$ cat config.mk
export PLATFORM = sky130hd
export DESIGN_NAME = fp_div_flat
export DESIGN_NICKNAME = d
export VERILOG_FILES = /design/src/rtl/fp24_pkg.sv /design/src/rtl/fp_div_if.sv /design/src/rtl/fp_div_norm.sv /design/src/rtl/fp_div.sv /design/src/flat_wrapper.sv
export SDC_FILE = /design/constraint.sdc
export NUM_CORES = 1
export LEC_CHECK = 0
export BUFFER_PORTS_ARGS = -buffer_cell sky130_fd_sc_hd__buf_2
export CAP_MARGIN = 20
export CORE_MARGIN = 5
export CORE_UTILIZATION = 35
export CTS_BUF_LIST = sky130_fd_sc_hd__clkbuf_8
export CTS_CLUSTER_DIAMETER = 60
export DETAILED_ROUTE_END_ITERATION = 10
export PLACE_DENSITY = 0.49
export SLEW_MARGIN = 20
export SYNTH_ARGS = -nofsm -noshare
export SYNTH_HDL_FRONTEND = slang
export SYNTH_SLANG_ARGS = --single-unit
$ cat constraint.sdc
create_clock -name clk -period 3.7 [get_ports clk]
set_clock_uncertainty 0.1 [all_clocks]
set_input_delay 0.74 -clock clk [delete_from_list [all_inputs] [get_ports clk]]
set_output_delay 0.74 -clock clk [all_outputs]
set_load 0.01 [all_outputs]
$ cat src/rtl/fp24_pkg.sv
// FP24 shared types: 1 sign, 7 exponent (bias 63), 16 fraction.
// Used by the FP24 divider and multiplier; holds divider FSM states.
package fp24_pkg;

  localparam int FP_EXP_W  = 7;
  localparam int FP_FRAC_W = 16;
  localparam int FP_BIAS   = 63;

  localparam logic [22:0] FP_MAX_MAG = 23'h7F_FFFF;

  typedef struct packed {
    logic                 sign;
    logic [FP_EXP_W-1:0]  exp;
    logic [FP_FRAC_W-1:0] frac;
  } fp24_t;

  typedef enum logic [1:0] {
    IDLE,
    DIV,
    NORM,
    DONE
  } div_state_e;

endpackage

$ cat src/rtl/fp_div_if.sv
// Operand/result handshake bundle for the FP24 divider.
// slave: a_i, b_i, valid_i, ready_i in; ready_o, result_o, dz_o, valid_o out.
interface fp_div_if;

  logic [23:0] a_i;
  logic [23:0] b_i;
  logic        valid_i;
  logic        ready_o;
  logic [23:0] result_o;
  logic        dz_o;
  logic        valid_o;
  logic        ready_i;

  modport slave (
    input  a_i, b_i, valid_i, ready_i,
    output ready_o, result_o, dz_o, valid_o
  );

  modport master (
    output a_i, b_i, valid_i, ready_i,
    input  ready_o, result_o, dz_o, valid_o
  );

endinterface

$ cat src/rtl/fp_div_norm.sv
// Combinational normalise/round/range check of the raw quotient.
// In: q, rem, e, sign. Out: res. FP_DIV_ROUND_EN selects RNE rounding.
module fp_div_norm
  import fp24_pkg::*;
(
  input  logic [18:0]       q,
  input  logic [17:0]       rem,
  input  logic signed [8:0] e,
  input  logic              sign,
  output fp24_t             res
);

  logic [15:0]       frac;
  logic              guard;
  logic              sticky;
  logic signed [8:0] ex;

`ifdef FP_DIV_ROUND_EN
  logic [16:0] sum;
`else
  logic unused_bits;
  assign unused_bits = guard ^ sticky;
`endif

  always_comb begin
    frac   = q[16:1];
    guard  = q[0];
    sticky = |rem;
    ex     = e - 9'sd1;
    if (q[18]) begin
      frac   = q[17:2];
      guard  = q[1];
      sticky = q[0] | (|rem);
      ex     = e;
    end
`ifdef FP_DIV_ROUND_EN
    sum = {1'b0, frac}
        + 17'(guard & (sticky | frac[0]));
    frac = sum[15:0];
    if (sum[16]) begin
      frac = '0;
      ex   = ex + 9'sd1;
    end
`endif
    res = '{sign: sign,
            exp:  ex[6:0],
            frac: frac};
    if (ex > 9'sd127) begin
      res = {sign, FP_MAX_MAG};
    end else if (ex <= 9'sd0) begin
      res = {sign, 23'b0};
    end
  end

endmodule

$ cat src/rtl/fp_div.sv
// Iterative restoring FP24 divider, result = a / b, one op in flight.
// Ports: clk, rst_n (sync, low), io (fp_div_if.slave). Macro: FP_DIV_ROUND_EN.
module fp_div
  import fp24_pkg::*;
#(
  parameter int ITER = 19
) (
  input  logic     clk,
  input  logic     rst_n,
  fp_div_if.slave  io
);

  div_state_e state;
  div_state_e nxt;

  logic [4:0]        cnt;
  logic [ITER-1:0]   q;
  logic [17:0]       rem;
  logic [17:0]       mb;
  logic [17:0]       diff;
  logic              ge;
  logic signed [8:0] e;
  logic              sgn;
  fp24_t             res;
  logic              dz;
  fp24_t             norm_res;

  fp24_t a;
  fp24_t b;
  logic  a_zero;
  logic  b_zero;
  logic  last;

  assign a      = io.a_i;
  assign b      = io.b_i;
  assign a_zero = (a.exp == '0);
  assign b_zero = (b.exp == '0);
  assign last   = (cnt == 5'(ITER - 1));

  assign ge   = (rem >= mb);
  assign diff = ge ? rem - mb : rem;

  assign io.ready_o  = (state == IDLE);
  assign io.valid_o  = (state == DONE);
  assign io.result_o = res;
  assign io.dz_o     = dz;

  always_ff @(posedge clk) begin
    if (!rst_n) state <= IDLE;
    else        state <= nxt;
  end

  always_comb begin
    nxt = state;
    unique case (state)
      IDLE: begin
        if (io.valid_i)
          nxt = (a_zero | b_zero) ? DONE : DIV;
      end
      DIV:  if (last) nxt = NORM;
      NORM: nxt = DONE;
      DONE: if (io.ready_i) nxt = IDLE;
      default: nxt = IDLE;
    endcase
  end

  always_ff @(posedge clk) begin
    if (!rst_n) begin
      cnt <= '0;
      q   <= '0;
      rem <= '0;
      mb  <= '0;
      e   <= '0;
      sgn <= 1'b0;
      res <= '0;
      dz  <= 1'b0;
    end else begin
      unique case (state)
        IDLE: begin
          if (io.valid_i) begin
            sgn <= a.sign ^ b.sign;
            e   <= $signed({2'b00, a.exp})
                 - $signed({2'b00, b.exp})
                 + 9'sd63;
            rem <= {2'b01, a.frac};
            mb  <= {2'b01, b.frac};
            cnt <= '0;
            q   <= '0;
            if (b_zero) begin
              res <= {a.sign ^ b.sign, FP_MAX_MAG};
              dz  <= 1'b1;
            end else if (a_zero) begin
              res <= {a.sign ^ b.sign, 23'b0};
              dz  <= 1'b0;
            end
          end
        end
        DIV: begin
          q   <= {q[ITER-2:0], ge};
          rem <= diff << 1;
          cnt <= cnt + 5'd1;
        end
        NORM: begin
          res <= norm_res;
          dz  <= 1'b0;
        end
        default: ;
      endcase
    end
  end

  fp_div_norm u_norm (
    .q    (q),
    .rem  (rem),
    .e    (e),
    .sign (sgn),
    .res  (norm_res)
  );

endmodule

$ cat src/flat_wrapper.sv
// flat-port wrapper written by rule: the top's interface ports become plain ports
module fp_div_flat import fp24_pkg::*;
#(
  parameter int ITER = 19
)
  (clk, rst_n, io_a_i, io_b_i, io_valid_i, io_ready_i, io_ready_o, io_result_o, io_dz_o, io_valid_o);
  fp_div_if io_i ();
  input  logic clk;
  input  logic rst_n;
  input wire logic [$bits(io_i.a_i)-1:0] io_a_i;
  input wire logic [$bits(io_i.b_i)-1:0] io_b_i;
  input wire logic [$bits(io_i.valid_i)-1:0] io_valid_i;
  input wire logic [$bits(io_i.ready_i)-1:0] io_ready_i;
  output wire logic [$bits(io_i.ready_o)-1:0] io_ready_o;
  output wire logic [$bits(io_i.result_o)-1:0] io_result_o;
  output wire logic [$bits(io_i.dz_o)-1:0] io_dz_o;
  output wire logic [$bits(io_i.valid_o)-1:0] io_valid_o;
  assign io_i.a_i = io_a_i;
  assign io_i.b_i = io_b_i;
  assign io_i.valid_i = io_valid_i;
  assign io_i.ready_i = io_ready_i;
  assign io_ready_o = io_i.ready_o;
  assign io_result_o = io_i.result_o;
  assign io_dz_o = io_i.dz_o;
  assign io_valid_o = io_i.valid_o;
  fp_div #(.ITER(ITER)) u_core (.clk(clk), .rst_n(rst_n), .io(io_i));
endmodule
==> flow_summary.yaml, run 1 <==
die:
  core_um2: 15830
  die-area_um2: 18660
  rows: 46
  die_h_um: 136.6
  die_x_um: 136.6
  initial_utilization: 0.3544
  ios: 79
grt:
  grt_pass1_wl_um: 26360
  grt_pass1_vias: 5318
  grt_usage: 0.1758
  grt_max_degree: 56
  gr-total-overflow: 0
  antenna_found_initial: 0
clocking:
  postCtsResizedCells: 0
  cts-root-buf: "clkbuf_8"
  numClockSinks: 96
  clk_latency_ps: 380
  cts_buffers: 9
  clockBufferDepth: 2
  hold_buffers: 0
  post_cts_buffers: 0
  clk_pin_slew_worst_paths_ps: 100
  htreeDepth: 3
  tritoncts: "built"
cells_and_area:
  fin_cells: 974
  finalNetCount: 839
  fin_util: 0.4038
  nFillCells: 1629
  drive_gt1_frac: 0.1570
  area.growth.synth_to_final_pct: 13.94
  num_antenna_cells: 0
pwr:
  power_leakage_nw: 2.613
  p_per_area_nw_per_um2: 786.7
  ir_drop_mv: 0.2981
sta:
  period_needed_ps: 2898
  fin_setup_tns_ps: 0
  finalSetupViolations: 0
  rsz0062_at_grt: "no"
  tightestPinTransition_ps: 1015
  slew_headroom: 0.3226
  finalCritPeriodShare: 0.7833
  max_freq_mhz: 345.0
  hold_viol: 0
  drv_slew: 0
min_path:
  min_path_type: "reg2reg"
  hold_path_depth: 2
route:
  dr_total_vias: 5187
  drc_errors: 0
  vias_per_cell: 5.325
  first_iter_violations: 384
  firstDrtPassIters: 5
  wire_per_inst_um: 16.24
  routed_wl_um: 15810
  ant_nets: 0
yosys:
  synth_fp_nets: 775
  avgSynthCellArea_um2: 8.141
  ys_ff_latch: 96
  async_flop_share: 0
  synth_seq_area_share: 0.3426
  ys.flop_type: "dfxtp_1"
  synthCells: 689
  yosys_warnings: 0
  synth_edf_count: 0
  synth_area_um2: 5609
  ys_types: 63
worst_setup_path:
  worstRegToRegCells: 10
  worstPathRequired_ps: 3920
  r2r_slack_ps: 800
  arrival_ps: 3110
  critPathKind: "reg2reg"
  start_kind: "flop"
  endpoint_kind: "flop"
  worst-path-max-fanout: 21
place:
  io_buffer_count: 78
  gp_congestion: 0.8248
  dp_cells: 958
  dp.final_hpwl_um: 11230
status:
  status: "completed"
run:
  drv_cap: 0
==> stage by stage <==
step / worst slack (ps) / total power (W) / hold slack [ps] / instance area (µm²)
floorplan: 890.6 / 0.003676 / 336.3 / 5609
global placement: 673.0 / 0.004351 / 347.0 / 6203
detailed placement: 634.3 / 0.004373 / 350.3 / 6203
CTS: 774.6 / 0.005075 / 365.2 / 6391
global route: 542.8 / 0.005507 / 390.0 / 6391
finish: 801.6 / 0.005028 / 362.6 / 6391
==> placed cells by master, fill, tap and decap left out, types with 7 or more instances in the layout <==
cell type	Yosys	routed
nor3_1	14	14
clkbuf_8	0	9
a21oi_1	76	75
o31ai_1	7	7
nand2_1	65	65
or3_1	7	7
buf_2	2	78
dfxtp_1	96	96
nand3_1	16	16
nor2_1	57	57
ha_1	32	32
nand4_1	7	7
xnor2_1	17	17
a21o_1	12	12
mux2i_1	29	29
o21ai_0	28	28
a31oi_1	8	8
o221ai_1	17	17
and3_1	8	8
nor2b_1	7	7
a22oi_1	19	19
buf_4	2	11
xor2_1	12	12
inv_1	41	41
==> critical path, cell delays in order (launching register included) <==
cell	delay [ps]
dfxtp_1	360
inv_1	50
ha_1	200
fa_1	420
nor2b_1	190
o31ai_2	130
a211o_1	330
nand3_2	130
nand2_2	340
or3_1	440
a31oi_1	130
==> final cells by class <==
type                    instances  area [µm²]  share of cell area
multi-input cells             515        3381              0.5290
flip-flops and latches         96        1922              0.3007
repair buffers                 89       473.0             0.07400
well taps                     216       270.3             0.04229
inverters                      42       157.7             0.02467
clock buffers                   9       123.9             0.01938
clock inverters                 7       63.81            0.009984
==> logic make-up (layout without fill, tap and decap cells) <==
kind of cell / Yosys count / in the layout / share of synthesized area
simple gates: 214 / 214 / 0.1858
mux: 29 / 29 / 0.05175
fa+ha+maj: 34 / 34 / 0.07852
compound gates: 209 / 209 / 0.2407
xor+xnor: 29 / 29 / 0.04528
buf+inv: 78 / 147 / 0.05532
flops: 96 / 96 / 0.3426
==> registers in the layout (all words and copies together), names as in the netlist <==
| signal | flops |
|---|---|
| u_core.q | 19 |
| u_core.sgn | 1 |
| u_core.mb | 17 |
| u_core.state | 2 |
| u_core.io.result_o | 24 |
| u_core.e | 9 |
| u_core.io.dz_o | 1 |
| u_core.rem | 18 |
| u_core.cnt | 5 |
==> power breakdown <==
group          switching [W]  internal (W)
Clock               0.000427      0.000260
Combinational        0.00180       0.00117
Sequential          0.000156       0.00122
==> path summary, 6_finish.rpt <==
kind                   end          start
max          u_core.rem[1]  u_core.rem[0]
max reg2reg  u_core.rem[1]  u_core.rem[0]
min           u_core.mb[3]   u_core.mb[3]
min reg2reg   u_core.mb[3]   u_core.mb[3]
==> metal layers <==
layer | track usage | share of wire | up-vias
met5 | 0 | 0 | -
met4 | 0.04255 | 0.0080 | 0
met3 | 0.03713 | 0.046 | 8
met2 | 0.2949 | 0.48 | 98
met1 | 0.2309 | 0.46 | 2463
li1 | - | - | 2618
==> Yosys cell counts, types with 5 or more instances <==
cell type | count | area share
nand2b_1 | 6 | 0.0067
inv_1 | 41 | 0.027
nand3_1 | 16 | 0.014
nand4_1 | 7 | 0.0078
o21ai_0 | 28 | 0.025
or3_1 | 7 | 0.0078
nor2_1 | 57 | 0.038
nor3_1 | 14 | 0.012
clkbuf_1 | 30 | 0.020
a21o_1 | 12 | 0.016
mux2i_1 | 29 | 0.052
a22oi_1 | 19 | 0.025
o31ai_1 | 7 | 0.0094
nand2_1 | 65 | 0.043
and2_1 | 5 | 0.0056
xnor2_1 | 17 | 0.027
a221oi_1 | 5 | 0.0078
and3_1 | 8 | 0.0089
nor2b_1 | 7 | 0.0078
ha_1 | 32 | 0.071
o211ai_1 | 5 | 0.0067
xor2_1 | 12 | 0.019
dfxtp_1 | 96 | 0.34
a31oi_1 | 8 | 0.0089
o221ai_1 | 17 | 0.027
a21oi_1 | 76 | 0.068
(Power assumes the default switching activity.)
==> inputs of run 2 (changes only) <==
==> constraint.sdc (replaced) <==
create_clock -name clk -period 2.7 [get_ports clk]
set_clock_uncertainty 0.1 [all_clocks]
set_input_delay 0.54 -clock clk [delete_from_list [all_inputs] [get_ports clk]]
set_output_delay 0.54 -clock clk [all_outputs]
set_load 0.01 [all_outputs]
==> flow_summary.yaml, run 2 (synthesized netlist as in run 1, its figures left out) <==
status:
  status: "completed"
place:
  io_buffer_count: 78
  dp_cells: 980
  gp_congestion: 0.8813
  place_area_um2: 6394
  dp.final_hpwl_um: 11510
sta:
  finalCritPeriodShare: 0.9507
  whs_ps: 271.9
  tightestPinTransition_ps: 559.1
  fin_setup_tns_ps: 0
  max_freq_mhz: 389.6
  hold_viol: 0
  period_needed_ps: 2567
  rsz0062_at_grt: "yes"
  slew_headroom: 0.6248
  finalSetupViolations: 0
  drv_slew: 0
pwr:
  ir_drop_mv: 0.4161
  power_leakage_nw: 2.746
  seqPwrFrac: 0.252
  power_frac_comb: 0.604
  power.switching_w: 0.003367
  switching_share: 0.4517
  p_per_area_nw_per_um2: 1125
  internal_power_w: 0.004087
  pwr-share-clk: 0.144
run:
  drv_cap: 0
clocking:
  post_cts_buffers: 0
  cts-root-buf: "clkbuf_8"
  numClockSinks: 96
  clk_pin_slew_worst_paths_ps: 120
  htreeDepth: 3
  clk_latency_ps: 390
  cts_buffers: 9
  tritoncts: "built"
  clockBufferDepth: 2
die:
  core_um2: 15830
  rows: 46
  die_x_um: 136.6
  die-area_um2: 18660
  die_h_um: 136.6
  initial_utilization: 0.3544
  ios: 79
min_path:
  min_path_type: "in2reg"
route:
  drc_errors: 0
  ant_nets: 0
  dr_total_vias: 5207
  first_iter_violations: 370
  routed_wl_um: 15590
  firstDrtPassIters: 4
  vias_per_cell: 5.228
  wire_per_inst_um: 15.66
cells_and_area:
  nFillCells: 1621
  fin_area_um2: 6626
  largest_reg_flops: 24
  drive_gt1_frac: 0.1821
  num_antenna_cells: 0
  seqCellArea_um2: 1922
  final_common_cell: "dfxtp_1"
  fin_cells: 996
  multi_input_area_um2: 3392
  area.growth.synth_to_final_pct: 18.14
  fin_util: 0.4187
  layout_common_cells: "dfxtp_1 (96), buf_2 (78), a21oi_1 (75)"
  finalNetCount: 861
grt:
  grt_pass1_wl_um: 26170
  antenna_found_initial: 0
  grt_usage: 0.1743
  grt_pass1_vias: 5327
  gr-total-overflow: 0
  grt_max_degree: 54
worst_setup_path:
  arrival_ps: 2760
  worstPathRequired_ps: 2900
  critPathKind: "reg2reg"
  start_kind: "flop"
  worst-path-max-fanout: 7
  endpoint_kind: "flop"
==> run 2: final cells by class <==
type / count / area share
Clock buffer: 9 / 0.01869
Clock inverter: 7 / 0.01473
Inverter: 42 / 0.02379
Multi-Input combinational cell: 515 / 0.5119
Sequential cell: 96 / 0.2900
Tap cell: 216 / 0.04079
Timing Repair Buffer: 111 / 0.1001
==> run 2: worst paths after layout <==
path,depth (start not counted),to,slack [ps],start
worst min-delay path,3,u_core.mb[2],270,io_b_i[2]
worst max register to register,11,u_core.rem[4],130,u_core.rem[0]
worst max-delay path,11,u_core.rem[4],130,u_core.rem[0]
worst min register to register,2,u_core.mb[5],360,u_core.mb[5]
==> run 2: worst max-delay path, cell delays in order (launching register included) <==
cell and delay, ps:
dfxtp_1 350, inv_1 40, ha_1 200, fa_1 430, nor2b_2 170, o31ai_2 80, a211o_1 320, nand3_2 100
nand2_2 130, buf_4 190, mux2i_1 110, a221oi_1 250
==> run 2: metal layers <==
layer,routed length (µm),vias up,track usage
li1,-,2670,-
met2,7178,95,0.2790
met4,333,0,0.07055
met3,694,21,0.03382
met1,7387,2421,0.2305
met5,0,-,0
==> run 2: what timing repair did <==
| item | 4_1_cts | 5_1_grt |
|---|---|---|
| hold buffers | 0 | 0 |
| gates resized for setup | 0 | 5 |
| endpoints found under the setup margin | 0 | 28 |
==> run 2: power groups by stage <==
stage	combinational [W]	clock (W)	sequential, W
final	0.00450	0.00107	0.00188
after CTS	0.00450	0.00112	0.00188
after global routing	0.00502	0.00118	0.00191
after global placement	0.00447	0	0.00190
after floorplan	0.00318	0	0.00186
after detailed placement	0.00448	0	0.00191
==> run 2: through the flow <==
stage	worst slack (ps)	power [W]
2_1_floorplan	90.59	0.005038
6_report	133.0	0.007454
4_1_cts	79.06	0.007501
5_1_grt	-11.80	0.008114
3_5_place_dp	-116.5	0.006390
3_3_place_gp	-85.59	0.006369
